[src/rtl/cpu_wr_logger.sv]
// Trace peripheral: snoops committed CPU writes, filters them by address, and queues
// {addr, data, timestamp} entries that a bus master drains through window registers.
module cpu_wr_logger #(
    parameter int unsigned DEPTH = 8,
    parameter int unsigned TS_W  = 32
) (
    input  logic        clk_i,
    input  logic        arst_i,
    input  logic        bus_req_i,
    input  logic        bus_we_i,
    input  logic [7:0]  bus_addr_i,
    input  logic [31:0] bus_wdata_i,
    output logic        bus_ack_o,
    output logic        bus_resp_o,
    output logic [31:0] bus_rdata_o,
    input  logic        snp_valid_i,
    input  logic [31:0] snp_addr_i,
    input  logic [31:0] snp_wdata_i,
    output logic        irq_o
);
    localparam int unsigned AW = (DEPTH > 1) ? $clog2(DEPTH) : 1;
    localparam int unsigned CW = AW + 1;

    localparam logic [5:0] OffFiltBase = 6'h01;
    localparam logic [5:0] OffFiltMask = 6'h02;
    localparam logic [5:0] OffCtrl     = 6'h0B;
    localparam logic [5:0] OffStatus   = 6'h0C;
    localparam logic [5:0] OffDrop     = 6'h0D;
    localparam logic [5:0] OffClr      = 6'h13;
    localparam logic [5:0] OffHeadAddr = 6'h14;
    localparam logic [5:0] OffHeadData = 6'h15;
    localparam logic [5:0] OffHeadTs   = 6'h16;
    localparam logic [5:0] OffPop      = 6'h17;

    logic [31:0]   r_filt_base;
    logic [31:0]   r_filt_mask;
    logic [7:0]    r_ctrl;
    logic [TS_W-1:0] r_ts;
    logic [31:0]   r_drop;
    logic          r_ovf;
    logic [AW-1:0] r_wptr;
    logic [AW-1:0] r_rptr;
    logic [CW-1:0] r_count;
    logic          r_resp;
    logic [31:0]   r_rdata;
    logic          r_irq;

    logic [31:0]     r_mem_addr [DEPTH];
    logic [31:0]     r_mem_data [DEPTH];
    logic [TS_W-1:0] r_mem_ts   [DEPTH];

    logic [5:0]  w_off;
    logic [1:0]  w_unused_addr;
    logic        w_acc_wr;
    logic        w_acc_rd;
    logic        w_clr;
    logic        w_empty;
    logic        w_full;
    logic        w_pop;
    logic        w_match;
    logic        w_push;
    logic        w_drop;
    logic [31:0] w_rdata;

    assign w_off         = bus_addr_i[7:2];
    assign w_unused_addr = bus_addr_i[1:0];
    assign w_acc_wr      = bus_req_i & bus_we_i;
    assign w_acc_rd      = bus_req_i & ~bus_we_i;
    assign w_clr         = w_acc_wr & (w_off == OffClr);
    assign w_empty       = (r_count == '0);
    assign w_full        = (r_count == CW'(DEPTH));
    assign w_pop         = w_acc_rd & (w_off == OffPop) & ~w_empty;
    assign w_match       = snp_valid_i & r_ctrl[0] &
                           ((snp_addr_i & r_filt_mask) == (r_filt_base & r_filt_mask));
    // A pop in the same cycle frees the slot, so a full FIFO still accepts the push.
    assign w_push        = w_match & ~w_clr & (~w_full | w_pop);
    assign w_drop        = w_match & ~w_clr & w_full & ~w_pop;

    assign bus_ack_o   = bus_req_i;
    assign bus_resp_o  = r_resp;
    assign bus_rdata_o = r_rdata;
    assign irq_o       = r_irq;

    always_comb begin
        w_rdata = '0;
        case (w_off)
            OffFiltBase: w_rdata = r_filt_base;
            OffFiltMask: w_rdata = r_filt_mask;
            OffCtrl:     w_rdata = {24'd0, r_ctrl};
            OffStatus:   w_rdata = {21'd0, r_ovf, w_empty, w_full, 1'b0, 7'(r_count)};
            OffDrop:     w_rdata = r_drop;
            OffHeadAddr: w_rdata = w_empty ? '0 : r_mem_addr[r_rptr];
            OffHeadData: w_rdata = w_empty ? '0 : r_mem_data[r_rptr];
            OffHeadTs:   w_rdata = w_empty ? '0 : 32'(r_mem_ts[r_rptr]);
            OffPop:      w_rdata = 32'(r_count);
            default:     w_rdata = '0;
        endcase
    end

    always_ff @(posedge clk_i or negedge arst_i) begin
        if (!arst_i) begin
            r_filt_base <= '0;
            r_filt_mask <= '0;
            r_ctrl      <= '0;
            r_ts        <= '0;
            r_drop      <= '0;
            r_ovf       <= 1'b0;
            r_wptr      <= '0;
            r_rptr      <= '0;
            r_count     <= '0;
            r_resp      <= 1'b0;
            r_rdata     <= '0;
            r_irq       <= 1'b0;
        end else begin
            r_resp  <= w_acc_rd;
            r_rdata <= w_acc_rd ? w_rdata : '0;
            r_irq   <= (8'(r_count) >= {1'b0, r_ctrl[7:1]}) & (r_ctrl[7:1] != 7'd0);

            if (w_acc_wr) begin
                case (w_off)
                    OffFiltBase: r_filt_base <= bus_wdata_i;
                    OffFiltMask: r_filt_mask <= bus_wdata_i;
                    OffCtrl:     r_ctrl      <= bus_wdata_i[7:0];
                    default:     ;
                endcase
            end

            if (w_clr) begin
                r_ts    <= '0;
                r_drop  <= '0;
                r_ovf   <= 1'b0;
                r_wptr  <= '0;
                r_rptr  <= '0;
                r_count <= '0;
            end else begin
                if (r_ctrl[0]) begin
                    r_ts <= r_ts + 1'b1;
                end
                if (w_push) begin
                    r_wptr <= r_wptr + 1'b1;
                end
                if (w_pop) begin
                    r_rptr <= r_rptr + 1'b1;
                end
                if (w_push && !w_pop) begin
                    r_count <= r_count + 1'b1;
                end else if (w_pop && !w_push) begin
                    r_count <= r_count - 1'b1;
                end
                if (w_drop) begin
                    r_ovf <= 1'b1;
                    if (r_drop != '1) begin
                        r_drop <= r_drop + 1'b1;
                    end
                end
            end
        end
    end

    // Storage needs no reset: the head window is gated by EMPTY.
    always_ff @(posedge clk_i) begin
        if (w_push) begin
            r_mem_addr[r_wptr] <= snp_addr_i;
            r_mem_data[r_wptr] <= snp_wdata_i;
            r_mem_ts[r_wptr]   <= r_ts;
        end
    end
endmodule
[config.mk]
export PLATFORM = sky130hd
export DESIGN_NAME = cpu_wr_logger
export DESIGN_NICKNAME = d
export VERILOG_FILES = /design/src/rtl/cpu_wr_logger.sv
export SDC_FILE = /design/constraint.sdc
export NUM_CORES = 1
export LEC_CHECK = 0
export CAP_MARGIN = 20
export CORE_ASPECT_RATIO = 1.4
export CORE_UTILIZATION = 40
export DETAILED_ROUTE_END_ITERATION = 12
export PLACE_DENSITY = 0.61
export SYNTH_ARGS = -nofsm -noshare
export SYNTH_HDL_FRONTEND = slang
export SYNTH_SLANG_ARGS = --single-unit
[constraint.sdc]
create_clock -name clk_i -period 12.2 [get_ports clk_i]
set_input_delay 2.44 -clock clk_i [delete_from_list [all_inputs] [get_ports clk_i]]
set_output_delay 2.44 -clock clk_i [all_outputs]
set_load 0.02 [all_outputs]
Yosys cells after proc, flatten, opt, wreduce, memory -nomap -nowiden:

Memories as Yosys holds them, arrays and structs flattened.
Index checks and enable logic that the tools add are counted.

* word-level logic and storage cells: 92
* flip-flop bits (word level): 181
* output and inout bits: 35
* memories kept: 3
* memory bits (writable): 768

* eq/ne operators: 13
* reduce and logical (&&, ||, !) cells: 16
* add/sub/neg operators: 6
* magnitude comparators: 1
* bitwise operators: 20
* multiplexer cells: 21

Memory list
* r_mem_addr: words 8, width 32, read ports 1, clocked after Yosys merged registers in 0, wr ports 1, RTL line 48 `logic [31:0] r_mem_addr [DEPTH];`
* r_mem_data: words 8, width 32, read ports 1, clocked after Yosys merged registers in 0, wr ports 1, RTL line 49 `logic [31:0] r_mem_data [DEPTH];`
* r_mem_ts: words 8, width 32, read ports 1, clocked after Yosys merged registers in 0, wr ports 1, RTL line 50 `logic [TS_W-1:0] r_mem_ts [DEPTH];`

Operators with widths (number)
* $mux W32: 9
* $pmux W32 S9: 1
* $add A32 B1 Y32 const B: 2
* $and A32 B32 Y32: 2
* $eq A32 B32 Y1: 1
* $ne A32 B32 Y1 const B: 1
* $eq A6 B5 Y1 const B: 5
* $eq A6 B4 Y1 const B: 3
* $and A1 B1 Y1: 12
* $mux W3: 4
* $mux W4: 3
* $reduce_bool A2 Y1: 5
* $reduce_and A2 Y1: 4
* $ge A4 B7 Y1: 1
* $reduce_bool A7 Y1: 1
* $add A3 B1 Y3 const B: 2
* $eq A6 B1 Y1 const B: 1
* $eq A6 B2 Y1 const B: 1
* $not A1 Y1: 5
* $add A4 B1 Y4 const B: 1
* $eq A4 B4 Y1 const B: 1
* $logic_not A4 Y1: 1
* $mux W1: 4
* $sub A4 B1 Y4 const B: 1
* 4 further kinds: 6

Depth between registers and ports, before layout:

* depth in word-level cells: 11
* depth in mapped cells: 15

Least setup slack after synthesis:

OpenSTA, ideal clock, no wires.

* path type: input -> register
* start: in snp_addr_i[25]
* end: mem r_mem_addr[5][0], enable pin
* stages on the path: 6
* path slack: -1.956 ns
* data arrival time: 13.335 ns
* data required time: 11.379 ns
* cell sequence: xor2_1 -> a22oi_1 -> nand2_1 -> nor3_1 -> nand3_1 -> nor4b_1

* word-level cells in the longest chain between the ends: 7

RTL lines
* start, declared: RTL line 17 `input logic [31:0] snp_addr_i,`
* $and A32 B32 Y32: RTL line 74 `((snp_addr_i & r_filt_mask) == (r_filt_base & r_filt_mask));`
* $eq A32 B32 Y1: RTL line 74
* $and A1 B1 Y1: RTL line 73 `assign w_match = snp_valid_i & r_ctrl[0] &`
* $and A1 B1 Y1 (2 in a row): RTL line 76 `assign w_push = w_match & ~w_clr & (~w_full | w_pop);`
* $mux W1: RTL line 162 `if (w_push) begin`
* $mux W1 (implied by the code): RTL line 163 `r_mem_addr[r_wptr] <= snp_addr_i;`
* end, declared: RTL line 48

Every way passes these cells.

Worst setup path after layout:

* start: in snp_addr_i[22]
* end: mem r_mem_data[4][12], enable pin

* word-level cells in the longest chain between the ends: 7

RTL lines
* $and A32 B32 Y32: RTL line 74
* $eq A32 B32 Y1: RTL line 74
* $and A1 B1 Y1: RTL line 73
* $and A1 B1 Y1 (2 in a row): RTL line 76
* $mux W1: RTL line 162
* $mux W1 (implied by the code): RTL line 164 `r_mem_data[r_wptr] <= snp_wdata_i;`
* end, declared: RTL line 49

Every way passes these cells.

==> summary.txt <==
Status
  • Status: completed

Place
  • PortBufs: 141
  • DP HPWL: 59.2 mm
  • # placed instances: 3355
  • Placed cell areas: 41000 µm²
  • Routability-driven placement congestion ratio: 0.897
  • Post-placement setup slack: 5010 ps

Min path
  • WHS Endpoint: r_filt_mask[15]
  • Hold_sp: r_filt_mask[15]
  • Hold Crit Class: reg -> reg
  • Worst Hold Path Cells: 1

GRT
  • GRT overflow: 0
  • Initial antenna violation count: 5
  • First-pass GRT wire length: 145 mm
  • Largest net degree at the start of global routing: 125
  • GR Util All Layers: 20.7%
  • Vias in the first global route: 21100

Power
  • Leak: 14.1 nW
  • Net Sw Frac: 23.3%
  • Power, Total: 7.21 mW
  • Gate power share: 7.9%
  • Sequential Power Share: 53.2%
  • Sw Pwr: 1.68 mW
  • Internal Pwr Total: 5.53 mW
  • Clk pwr share: 38.9%
  • PD cells: 164 nW/µm²
  • Worst vdd ir: 0.0000953 V

Final layout
  • Final core occ: 46.7%
  • Final nets: 2352
  • Fillers: 7910
  • Final Instance Area: 44000 µm²
  • Multi-input logic area: 10100 µm²
  • Sequential cell area: 27600 µm²
  • Area delta synth->final: 15.4%
  • Post-Layout Cell Count: 3522
  • Share of cells above drive strength 1: 19.8%

Die
  • Initial Util: 40.5%
  • I/O Pins: 144
  • Die height: 367 µm
  • Core Box Area: 94200 µm²
  • Rows: 133
  • Die area: 96600 µm²
  • Die extent in x: 263 µm

Route
  • Initial DRC Count: 2319
  • WL/cell: 28.2 µm
  • Metal-1 WL: 40.2 mm
  • Antenna violation net count after detailed routing: 0
  • Routed wire length: 99.2 mm
  • Met3 WL: 7.01 mm
  • Drt via density: 5.85
  • WL met2: 48.9 mm
  • Highest routed layer: met5
  • Drt pass-1 iters: 6
  • DRC errors left: 0
  • Via Count: 20600

Critical path
  • Crit path max fanout: 44
  • Req. time, crit path: 12500 ps
  • Critical path arrival: 6800 ps
  • Critical Path End Type: flop
  • RR Startpoint: r_filt_base[13]
  • R2r setup slk: 7870 ps
  • Worst Reg-to-Reg Cells: 8
  • Crit path launch type: input port
  • Worst R2R End: r_mem_data[4][12]
  • WS Path Type: in -> reg

Timing
  • Tmin final: 6500 ps
  • Worst clock skew: 39.0 ps
  • Rel. slew slack: 31.5%
  • RSZ-0062 raised after global routing: false
  • Slew @ Worst Pin: 1030 ps
  • Setup-failing EPs final: 0
  • Final Cycle Share: 53.3%
  • Fmax: 0.154 GHz
  • Final setup margin: 5700 ps
  • Max-slew violation count: 0
  • Final hold viol count: 0

Synth
  • Mapped Nets: 2192
  • Syn Inst Count: 2072
  • Seq/Total Area, Yosys: 72.3%
  • Ys Warns: 0
  • Post-synth cell types: 62
  • Primary FF master, synth: edfxtp_1
  • FF+latch count, synth: 949
  • Synth Area per Inst: 18.4 µm²
  • Number of flops mapped to enable cells by yosys: 768
  • Mapped Area: 38100 µm²
  • Asr flop ratio synth: 19.1%

Clock tree
  • Setup bufs post-CTS: 0
  • Num CTS Buffers: 89
  • Worst skew pair latency: 680 ps
  • Bufs on Longest Clock Path: 3
  • CTS tree: done
  • CTS HTree Levels: 3
  • Clock Sinks: 949
  • Post-CTS Hold Buffers: 0
  • Clock root cell: clkbuf_16
  • PostCTS Resize Cnt: 0
  • Clock transition at the registers of the reported paths: 60 ps

Job
  • Max_cap viols: 0
## synth_stat cells (4+ instances only)
library cell / instances / area, µm²
nor2_1: 78 / 293
mux2_1: 6 / 67.6
edfxtp_1: 768 / 23100
and3_1: 13 / 81.3
o22ai_1: 32 / 200
nand2_1: 73 / 274
dfrtp_1: 181 / 4530
buf_2: 34 / 170
a22oi_1: 19 / 143
mux2i_1: 103 / 1030
nand3_1: 31 / 155
and4_1: 5 / 43.8
clkbuf_1: 61 / 229
a21oi_1: 63 / 315
nand2b_1: 7 / 43.8
and2_1: 5 / 31.3
buf_1: 15 / 56.3
mux2_2: 63 / 709
a31oi_1: 5 / 31.3
o31ai_1: 12 / 90.1
mux4_2: 192 / 4320
a41oi_1: 4 / 35.0
ha_1: 10 / 125
xnor2_1: 12 / 105
a222oi_1: 31 / 310
xor2_1: 49 / 429
nor4_1: 4 / 25.0
nand4_1: 22 / 138
inv_1: 19 / 71.3
or4_1: 16 / 120
o21ai_0: 63 / 315
or3_1: 23 / 144
nor3_1: 12 / 60.1
a21o_1: 4 / 30.0
## power groups by stage
stage	Sequential [mW]	Clock [mW]	Combinational, mW
after floorplan	3.83	0	0.380
after global placement	3.89	0	0.560
after global routing	3.86	2.98	0.619
after detailed placement	3.90	0	0.572
final	3.84	2.81	0.569
after CTS	3.84	2.86	0.574
## flip-flops by register name, summed over array words and instances, names as in the netlist, 8 cells and up
register / cells
r_ctrl: 8
r_mem_addr: 256
r_drop: 32
r_mem_ts: 256
r_filt_mask: 32
r_ts: 32
bus_rdata_o: 32
r_mem_data: 256
r_filt_base: 32
## through the flow
step	hold WS [ps]	setup TNS, ps
4_1_cts	522	0
3_5_place_dp	508	0
3_3_place_gp	506	0
2_1_floorplan	451	-229130
6_report	521	0
5_1_grt	545	0
## worst max-delay path: stages
cell and delay (ps):
clkdlybuf4s50_1 680, xor2_1 280, a22oi_1 320, nand2_1 130, nor3_1 700, nand3_1 480, nor4_2 320, buf_4 610
buf_4 740
## routing by layer
metal | track usage (%) | vias up
met2 | 34.2 | 847
met3 | 3.65 | 153
met5 | 0 | -
li1 | - | 8707
met4 | 7.12 | 4
met1 | 27.4 | 10900
## worst max-delay path by stage
stage	from	to	slack (ps)	depth (start not counted)
floorplan	snp_addr_i[25]	r_mem_addr[4][0]	-1190	6
global placement	snp_addr_i[13]	r_mem_data[6][21]	5050	9
detailed placement	snp_addr_i[13]	r_mem_data[4][21]	5010	9
CTS	snp_addr_i[13]	r_mem_data[4][16]	5730	9
global route	snp_addr_i[13]	r_mem_data[6][26]	5460	9
finish	snp_addr_i[22]	r_mem_data[4][12]	5700	9
## final cells by class
class,count,share of cell area (%)
clock buffer,123,5.60
clock inverter,42,1.13
antenna,1,0.00568
sequential,949,62.7
timing repair buffer,183,4.06
multi-input combinational,990,22.9
inverter,19,0.162
tap,1215,3.45
## kinds of logic after synthesis
group           synth area share [%]
buf+inv                         1.47
simple gates                    4.22
compound gates                  4.12
fa+ha+maj                      0.380
mux                             16.1
xor+xnor                        1.40
flops                           72.3
## layout by cell type (no fill, tap or decap), drive strengths merged, types with 3 or more instances in the layout
cell	synthesis	final
edfxtp	768	768
mux4	192	192
dfrtp	181	181
clkdlybuf4s50	0	140
clkbuf	61	124
mux2i	103	103
nor2	78	78
nand2	74	74
mux2	69	69
a21oi	63	63
o21ai	63	63
xor2	49	49
buf	53	42
nand3	33	33
o22ai	32	32
a222oi	31	31
clkinv	0	28
or3	23	23
nand4	22	22
inv	19	20
a22oi	19	19
or4	16	16
and3	13	13
nor3	13	13
xnor2	12	12
o31ai	12	12
ha	10	10
bufinv	0	9
nand2b	7	7
nor4	7	7
and2	6	6
a31oi	5	5
and4	5	5
a41oi	4	4
a21o	4	4
clkinvlp	0	4
nor3b	4	4
or2	3	3
(Power assumes the default switching activity.)
